`src/rtl/ftdi_fifo_emu_if.sv`:
```
// FT232H sync-245 FIFO bus between the FPGA-side master and the emulated chip.
// master = FPGA logic, slave = device model (drives flags and read data).
interface ftdi_fifo_emu_if;
    logic [7:0] data_out;
    logic       data_oe;
    logic [7:0] data_in;
    logic       rxf_n;
    logic       txe_n;
    logic       rd_n;
    logic       oe_n;
    logic       wr_n;

    modport master (
        input  data_out, data_oe, rxf_n, txe_n,
        output data_in, rd_n, oe_n, wr_n
    );

    modport slave (
        output data_out, data_oe, rxf_n, txe_n,
        input  data_in, rd_n, oe_n, wr_n
    );
endinterface

```
`src/rtl/ftdi_fifo_emu.sv`:
```
// Device-side FT232H sync-245 FIFO model with a host stream port standing in for USB.
// Optional FTDI_EMU_THROTTLE_EN: LFSR-driven backpressure on rxf_n/txe_n.
module ftdi_fifo_emu #(
    parameter int          RX_DEPTH  = 16,
    parameter int          TX_DEPTH  = 16,
    parameter logic [15:0] LFSR_SEED = 16'hACE1
) (
    input  logic       clk,
    input  logic       reset,
    ftdi_fifo_emu_if.slave bus,
    input  logic [7:0] host_tx_din,
    input  logic       host_tx_dv,
    output logic       host_tx_rdy,
    output logic [7:0] host_rx_dout,
    output logic       host_rx_dv,
    input  logic       host_rx_rdy,
    output logic       err_underrun,
    output logic       err_overrun,
    output logic       err_rd_no_oe
);
    localparam int RAW = $clog2(RX_DEPTH);
    localparam int TAW = $clog2(TX_DEPTH);
    localparam logic [RAW:0] RX_FULL = (RAW+1)'(RX_DEPTH);
    localparam logic [TAW:0] TX_FULL = (TAW+1)'(TX_DEPTH);

    logic [7:0]   rx_mem [RX_DEPTH];
    logic [7:0]   tx_mem [TX_DEPTH];
    logic [RAW-1:0] rx_wp, rx_rp;
    logic [TAW-1:0] tx_wp, tx_rp;
    logic [RAW:0] rx_cnt;
    logic [TAW:0] tx_cnt;

    logic thr_rx, thr_tx;
    logic rx_push, rx_pop, tx_push, tx_pop;

`ifdef FTDI_EMU_THROTTLE_EN
    logic [15:0] lfsr;

    // Galois form of x^16+x^14+x^13+x^11, shifting right
    always_ff @(posedge clk) begin
        if (reset) lfsr <= LFSR_SEED;
        else       lfsr <= {1'b0, lfsr[15:1]} ^ (lfsr[0] ? 16'hB400 : 16'h0000);
    end

    assign thr_rx = lfsr[0];
    assign thr_tx = lfsr[1];
`else
    logic unused_seed;
    assign unused_seed = ^LFSR_SEED;
    assign thr_rx = 1'b0;
    assign thr_tx = 1'b0;
`endif

    // Reset gating keeps every flag at its idle value while reset is held
    assign bus.rxf_n   = reset | (rx_cnt == '0) | thr_rx;
    assign bus.txe_n   = reset | (tx_cnt == TX_FULL) | thr_tx;
    assign host_tx_rdy = ~reset & (rx_cnt != RX_FULL);
    assign host_rx_dv  = ~reset & (tx_cnt != '0);

    assign bus.data_out = rx_mem[rx_rp];
    assign bus.data_oe  = ~bus.oe_n;
    assign host_rx_dout = tx_mem[tx_rp];

    assign rx_push = host_tx_dv & host_tx_rdy;
    assign rx_pop  = ~bus.rd_n & ~bus.oe_n & ~bus.rxf_n;
    assign tx_push = ~bus.wr_n & ~bus.txe_n;
    assign tx_pop  = host_rx_dv & host_rx_rdy;

    always_ff @(posedge clk) begin
        if (rx_push) rx_mem[rx_wp] <= host_tx_din;
        if (tx_push) tx_mem[tx_wp] <= bus.data_in;
    end

    always_ff @(posedge clk) begin
        if (reset) begin
            rx_wp  <= '0;
            rx_rp  <= '0;
            rx_cnt <= '0;
            tx_wp  <= '0;
            tx_rp  <= '0;
            tx_cnt <= '0;
        end else begin
            if (rx_push) rx_wp <= rx_wp + RAW'(1);
            if (rx_pop)  rx_rp <= rx_rp + RAW'(1);
            if (tx_push) tx_wp <= tx_wp + TAW'(1);
            if (tx_pop)  tx_rp <= tx_rp + TAW'(1);
            rx_cnt <= rx_cnt + (RAW+1)'(rx_push) - (RAW+1)'(rx_pop);
            tx_cnt <= tx_cnt + (TAW+1)'(tx_push) - (TAW+1)'(tx_pop);
        end
    end

    always_ff @(posedge clk) begin
        if (reset) begin
            err_underrun <= 1'b0;
            err_overrun  <= 1'b0;
            err_rd_no_oe <= 1'b0;
        end else begin
            if (~bus.rd_n & bus.rxf_n) err_underrun <= 1'b1;
            if (~bus.wr_n & bus.txe_n) err_overrun  <= 1'b1;
            if (~bus.rd_n & bus.oe_n)  err_rd_no_oe <= 1'b1;
        end
    end
endmodule

```
`src/flat_wrapper.sv`:
```
// flat-port wrapper written by rule: the top's interface ports become plain ports
module ftdi_fifo_emu_flat 
#(
    parameter int          RX_DEPTH  = 16,
    parameter int          TX_DEPTH  = 16,
    parameter logic [15:0] LFSR_SEED = 16'hACE1
)
  (clk, reset, host_tx_din, host_tx_dv, host_tx_rdy, host_rx_dout, host_rx_dv, host_rx_rdy, err_underrun, err_overrun, err_rd_no_oe, bus_data_out, bus_data_oe, bus_rxf_n, bus_txe_n, bus_data_in, bus_rd_n, bus_oe_n, bus_wr_n);
  ftdi_fifo_emu_if bus_i ();
  input  logic clk;
  input  logic reset;
  input  logic [7:0] host_tx_din;
  input  logic host_tx_dv;
  output logic host_tx_rdy;
  output logic [7:0] host_rx_dout;
  output logic host_rx_dv;
  input  logic host_rx_rdy;
  output logic err_underrun;
  output logic err_overrun;
  output logic err_rd_no_oe;
  output wire logic [$bits(bus_i.data_out)-1:0] bus_data_out;
  output wire logic [$bits(bus_i.data_oe)-1:0] bus_data_oe;
  output wire logic [$bits(bus_i.rxf_n)-1:0] bus_rxf_n;
  output wire logic [$bits(bus_i.txe_n)-1:0] bus_txe_n;
  input wire logic [$bits(bus_i.data_in)-1:0] bus_data_in;
  input wire logic [$bits(bus_i.rd_n)-1:0] bus_rd_n;
  input wire logic [$bits(bus_i.oe_n)-1:0] bus_oe_n;
  input wire logic [$bits(bus_i.wr_n)-1:0] bus_wr_n;
  assign bus_data_out = bus_i.data_out;
  assign bus_data_oe = bus_i.data_oe;
  assign bus_rxf_n = bus_i.rxf_n;
  assign bus_txe_n = bus_i.txe_n;
  assign bus_i.data_in = bus_data_in;
  assign bus_i.rd_n = bus_rd_n;
  assign bus_i.oe_n = bus_oe_n;
  assign bus_i.wr_n = bus_wr_n;
  ftdi_fifo_emu #(.RX_DEPTH(RX_DEPTH), .TX_DEPTH(TX_DEPTH), .LFSR_SEED(LFSR_SEED)) u_core (.clk(clk), .reset(reset), .bus(bus_i), .host_tx_din(host_tx_din), .host_tx_dv(host_tx_dv), .host_tx_rdy(host_tx_rdy), .host_rx_dout(host_rx_dout), .host_rx_dv(host_rx_dv), .host_rx_rdy(host_rx_rdy), .err_underrun(err_underrun), .err_overrun(err_overrun), .err_rd_no_oe(err_rd_no_oe));
endmodule
```
`config.mk`:
```
export PLATFORM = sky130hd
export DESIGN_NAME = ftdi_fifo_emu_flat
export DESIGN_NICKNAME = d
export VERILOG_FILES = /design/src/rtl/ftdi_fifo_emu_if.sv /design/src/rtl/ftdi_fifo_emu.sv /design/src/flat_wrapper.sv
export SDC_FILE = /design/constraint.sdc
export NUM_CORES = 1
export LEC_CHECK = 0
export BUFFER_PORTS_ARGS = -buffer_cell sky130_fd_sc_hd__buf_2
export CAP_MARGIN = 20
export CELL_PAD_IN_SITES_DETAIL_PLACEMENT = 1
export CELL_PAD_IN_SITES_GLOBAL_PLACEMENT = 1
export CORE_ASPECT_RATIO = 1.2
export CORE_MARGIN = 1.5
export CORE_UTILIZATION = 57
export DETAILED_ROUTE_END_ITERATION = 16
export HOLD_SLACK_MARGIN = 0.12
export PLACE_DENSITY = 0.95
export SLEW_MARGIN = 40
export SYNTH_ARGS = -nofsm -noshare
export SYNTH_HDL_FRONTEND = slang
export SYNTH_SLANG_ARGS = --single-unit
export TNS_END_PERCENT = 100
```
`constraint.sdc`:
```
create_clock -name clk -period 9.4 [get_ports clk]
set_clock_uncertainty 0.2 [all_clocks]
set_input_delay 0.94 -clock clk [delete_from_list [all_inputs] [get_ports clk]]
set_output_delay 0.94 -clock clk [all_outputs]
set_load 0.02 [all_outputs]
```
==> metrics, run 1 <==
status=completed; chip height=~160 um; Worst Reg-to-Reg Cells=13; simple-gate share of the synthesized area=0.0599; number of core rows=57; Die Area=between 0.02 and 0.025 sq mm; TritonCTS Buffers=28; Layout Area Growth over Synthesis=11.8%; n_diodes=0; Pwr per Cell Area=252 mW/mm^2; Critical Path Fanout Max=5; First-pass DRT Iterations=5; share of the clock period used by the worst path=0.401; DP HPWL=17.0 mm; CTS tree=built; min cycle time layout=around 3.8 ns; post-synthesis cell area=between 0.01 and 0.015 sq mm; Power Internal=2420 uW; Worst-Skew Late Latency=between 0.5 and 0.6 ns; fraction of layout cells with a size suffix above 1=0.209; Slew headroom=0.410; Routed WL per cell=around 28 um; Placed Area=roughly 0.012 sq mm; Top-Level Pins=47; Max-Cap Viols=0; Ys Warns=0; largest net degree at the start of global routing=45; combinational power share=0.179; fin. max-slew vios=0; DRT Wirelength=around 28 mm; Die Width=between 100 and 150 um; leakage power=approximately 0.0044 uW; Setup Buffers After CTS=0; Synthesized Nets=683; Hold Path Depth=2; Clock power frac=0.351; Crit path required time=just under 10 ns; R2R Setup Slk=roughly 5.6 ns; GPL Wtd Cong=roughly 0.76; post-route setup TNS=0 ns; Crit Path Class=reg -> reg; initial antenna violation count=0; worst path arrival time=4.02 ns; core area=just over 0.02 sq mm; Top Layer Used=met4; Worst-path clk slew=roughly 0.070 ns; mux share of post-synthesis cell area=0.132; multi-input combinational cell area=approximately 0.0031 sq mm; register bit total from synthesis=between 200 and 300; first-pass GRT wire length=approximately 42 mm; Worst Setup End Kind=flop; Synth Area in Compound Gates=0.0287; nets=between 700 and 800; routed wl met3=~1.2 mm; CTS root buf=clkbuf_16; placed cells=slightly above 900; RSZ-0062 raised after global routing=no; DR iter-0 viols=about 400; Worst VDD drop=0.176 mV; final instance area=0.0131 sq mm; Cells after Synth=~640; sequential power share=0.471; Post-Layout Cell Count=approximately 1,000; CTS HTree Levels=1; CP Launch Type=flop; max frequency=roughly 0.27 GHz; initial core utilization=0.580; GRT overflow=0; Post-Synth Adder-Cell Area=0.0258; IO buf count=46; Vias=~6,000; # clock sinks=~290; FF/Latch Area=approximately 0.0084 sq mm; Sw Ratio=0.269; Post-Synth XOR/XNOR Area=0.0127; vias in the first global route=a little under 7,000; Fin. Hold Viols=0; Final ANT Viol Nets=0; fillers=~1,700; largest family of logic cells by synthesized area=multiplexers; Vias/cell=about 6.3; Syn Area/Cell=~18 sq um; power consumption=3310 uW; setup slack after layout=5.63 ns; met1 WL=just over 10 mm; Total Routing Usage GR=0.265; Setup-failing EPs final=0; CTS max path bufs=3; worst hold-check path type=reg -> reg; Routed met2 length=roughly 15 mm; worst slew pin tran=slightly below 0.9 ns; P_sw=890 uW; hold_buf cts=0; DRC violations left=0; post_cts resized=0; post-place setup slack=about 5.6 ns; post-synth cell types=36; sequential share of the synthesized area=0.717
## power groups by stage
stage / Sequential (uW) / Clock (uW) / Combinational (uW)
after detailed placement: 1580 / 0 / 563
after global routing: 1570 / 1210 / 633
after global placement: 1570 / 0 / 514
after CTS: 1560 / 1170 / 590
after floorplan: 1520 / 0 / 471
final: 1560 / 1160 / 590
## sequential cells by signal, indices dropped and copies added (netlist names), named ones only
register	flops
u_core.rx_cnt	5
u_core.rx_rp	4
u_core.err_rd_no_oe	1
u_core.err_underrun	1
u_core.err_overrun	1
u_core.rx_mem	128
u_core.tx_cnt	5
u_core.tx_wp	4
u_core.tx_mem	128
u_core.rx_wp	4
u_core.tx_rp	4
## layout make-up
type	instances	share of cell area
Timing Repair Buffer	49	0.0192
Tap cell	265	0.0252
Clock buffer	36	0.0571
Clock inverter	15	0.0144
Sequential cell	293	0.642
Multi-Input combinational cell	295	0.236
Inverter	20	0.00571
## critical path, cell delays in order, from the launching register on
cell and delay [ns]:
dfxtp_1 0.35, inv_1 0.14, ha_1 0.20, or4b_1 0.56
nand2_1 0.20, nor2_1 0.08, ha_1 0.33, inv_1 0.05
ha_1 0.22, fa_1 0.45, a21oi_1 0.21, nor2_1 0.09
or3_1 0.36, a21oi_1 0.22
## per-stage QoR
step	utilization	hold WS, ns
after detailed placement	0.601	0.267
after global placement	0.599	0.249
after floorplan	-	0.263
after CTS	0.647	0.298
final	0.649	0.292
after global routing	0.649	0.341
## synthesized netlist by cell type, drive strengths merged
master / count / area share
nand2b: 4 / 0.0021
inv: 20 / 0.0064
o21bai: 1 / 0.00064
a22oi: 32 / 0.020
nor3b: 2 / 0.0013
a21o: 2 / 0.0013
or3: 2 / 0.0011
clkbuf: 7 / 0.0022
and3: 14 / 0.0075
ha: 21 / 0.022
dfxtp: 37 / 0.063
o21ai: 3 / 0.0013
nand2: 28 / 0.0089
xnor2: 8 / 0.0060
and2: 3 / 0.0016
nor2: 46 / 0.015
fa: 2 / 0.0034
and2b: 2 / 0.0013
mux4: 64 / 0.13
or2: 2 / 0.0011
xor2: 9 / 0.0067
nand3: 11 / 0.0047
a21oi: 12 / 0.0051
nor3: 9 / 0.0038
and4bb: 2 / 0.0021
nand4bb: 1 / 0.00096
nor2b: 13 / 0.0069
buf: 16 / 0.011
clkdlybuf4s25: 6 / 0.0051
edfxtp: 256 / 0.65
or4b: 2 / 0.0017
## final timing paths
kind	start	endpoint
min reg2reg	u_core.err_rd_no_oe$_SDFFE_PP0P_	u_core.err_rd_no_oe$_SDFFE_PP0P_
min	u_core.err_rd_no_oe$_SDFFE_PP0P_	u_core.err_rd_no_oe$_SDFFE_PP0P_
max reg2reg	u_core.tx_cnt[2]$_SDFF_PP0_	u_core.tx_cnt[4]$_SDFF_PP0_
max	u_core.tx_cnt[2]$_SDFF_PP0_	u_core.tx_cnt[4]$_SDFF_PP0_
## cells by family (layout without fill, tap and decap cells)
family	after synthesis	count (layout)
buffers and inverters	49	120
adders and majority gates	23	23
and+or+nand+nor	141	141
AOI/OAI and AO/OA	50	50
DFF	293	293
xor gates and xnor gates	17	17
muxes	64	64
## layout by cell type, fill, tap and decap left out, types with 20 or more instances in the layout
master / n
a22oi_1: 32
buf_2: 46
clkbuf_16: 28
dfxtp_1: 35
edfxtp_1: 256
ha_1: 21
inv_1: 20
mux4_1: 28
mux4_2: 36
nand2_1: 28
nor2_1: 36
## routing by layer
layer  track usage  vias to the layer above
met2         0.472                      214
li1              -                     2625
met4         0.131                        0
met3        0.0436                       85
met5             0                        -
met1         0.313                     3243
(Power assumes the default switching activity.)
==> run 2, diff against run 1 <==
Settings changed: CORE_UTILIZATION 57 to 53, PLACE_DENSITY 0.95 to 0.9.
Clock period 9.4 ns to 3.6 ns, I/O delays scaled along.
==> metrics, run 2 (synthesized netlist as in run 1, its figures left out) <==
status=completed; min cycle time layout=approximately 3.5 ns; worst hold-check path type=reg -> reg; Vias/cell=approximately 6.2; Worst Setup End Kind=flop; chip height=about 170 um; Setup Buffers After CTS=0; Placed Area=roughly 0.012 sq mm; fin util=0.618; most common cell after layout, fill and taps aside=edfxtp_1; worst slew pin tran=0.829 ns; Vias=approximately 6,300; Worst-Skew Late Latency=around 0.54 ns; DR iter-0 viols=roughly 500; share of the clock period used by the worst path=0.964; vias in the first global route=between 7,000 and 8,000; fin. max-slew vios=0; GPL Wtd Cong=around 0.8; Setup-failing EPs final=0; Crit path required time=between 3 and 4 ns; DRT Wirelength=approximately 29 mm; Final ANT Viol Nets=0; RSZ-0062 raised after global routing=no; FF/Latch Area=~0.0084 sq mm; number of core rows=59; multi-input combinational cell area=0.00308 sq mm; TritonCTS Buffers=29; # clock sinks=approximately 290; nets=770; Routed WL per cell=28.4 um; Layout Area Growth over Synthesis=14.2%; Crit Path Class=reg -> reg; Critical Path Fanout Max=5; hold_ws=~0.32 ns; GRT overflow=0; post-route setup TNS=0 ns; leakage power=0.00457 uW; Die Width=~140 um; setup slack after layout=between 0.1 and 0.15 ns; final instance area=between 0.01 and 0.015 sq mm; IO buf count=46; CTS HTree Levels=1; core area=0.0217 sq mm; CP Launch Type=flop; commonest non-fill, non-tap cells in the layout=edfxtp_1, buf_2, nor2_1; Worst-path clk slew=0.07 ns; fillers=between 1,500 and 2,000; max frequency=between 0.2 and 0.3 GHz; CTS tree=built; worst path arrival time=roughly 3.7 ns; initial core utilization=0.542; top flop regs=u_core.rx_mem: 128 flops, u_core.tx_mem: 128 flops; CTS root buf=clkbuf_16; DP HPWL=roughly 18 mm; First-pass DRT Iterations=6; Die Area=about 0.023 sq mm; DRC violations left=0; Fin. Hold Viols=0; Slew headroom=0.445; initial antenna violation count=1; largest net degree at the start of global routing=33; Top-Level Pins=47; first-pass GRT wire length=43.5 mm; Worst VDD drop=0.615 mV; Pwr per Cell Area=around 640 mW/mm^2; Total Routing Usage GR=0.254; fraction of layout cells with a size suffix above 1=0.210; Max-Cap Viols=0; post-place setup slack=about 0.047 ns; CTS max path bufs=3
==> run 2: power by group <==
group	internal, uW	total [uW]	switching, uW
clock network	1660	2910	1260
registers	3830	3980	148
logic	780	1740	955
==> run 2: timing repair <==
item / 4_1_cts / 5_1_grt
endpoints found under the hold margin: 275 / 0
setup endpoints to repair: 0 / 1
hold buffers: 23 / 0
resized for setup: 0 / 5
==> run 2: final timing paths <==
kind                                     from                               end  slack [ns]  depth (start not counted)
min reg2reg  u_core.err_underrun$_SDFFE_PP0P_  u_core.err_underrun$_SDFFE_PP0P_        0.32                          2
min          u_core.err_underrun$_SDFFE_PP0P_  u_core.err_underrun$_SDFFE_PP0P_        0.32                          2
max               u_core.tx_cnt[2]$_SDFF_PP0_       u_core.tx_cnt[4]$_SDFF_PP0_        0.13                         13
max reg2reg       u_core.tx_cnt[2]$_SDFF_PP0_       u_core.tx_cnt[4]$_SDFF_PP0_        0.13                         13
==> run 2: metal layers <==
metal / routed length [um] / GRT usage
met1: 10300 / 0.288
met2: 15800 / 0.464
met3: 1350 / 0.0398
met4: 1430 / 0.129
met5: 0 / 0
==> run 2: cell type report <==
type | count | area share
Clock buffer | 40 | 0.0610
Tap cell | 274 | 0.0255
Sequential cell | 293 | 0.628
Multi-Input combinational cell | 295 | 0.229
Inverter | 20 | 0.00559
Antenna cell | 1 | 0.000186
Timing Repair Buffer | 85 | 0.0433
Clock inverter | 13 | 0.00690
==> run 2: worst max-delay path, stage by stage (launching register included) <==
cell and delay [ns]:
dfxtp_1 0.33, inv_1 0.11, ha_1 0.20, or4b_4 0.52, nand2_2 0.14, nor2_1 0.07, ha_1 0.32, inv_1 0.05
ha_1 0.23, fa_2 0.41, a21oi_2 0.18, nor2_1 0.08, or3_1 0.38, a21oi_2 0.18
==> run 2: stage by stage <==
step | total power, uW | cells
floorplan | 5200 | 637
global placement | 5470 | 944
detailed placement | 5670 | 944
CTS | 8570 | 1020
global route | 8920 | 1021
finish | 8620 | 1021
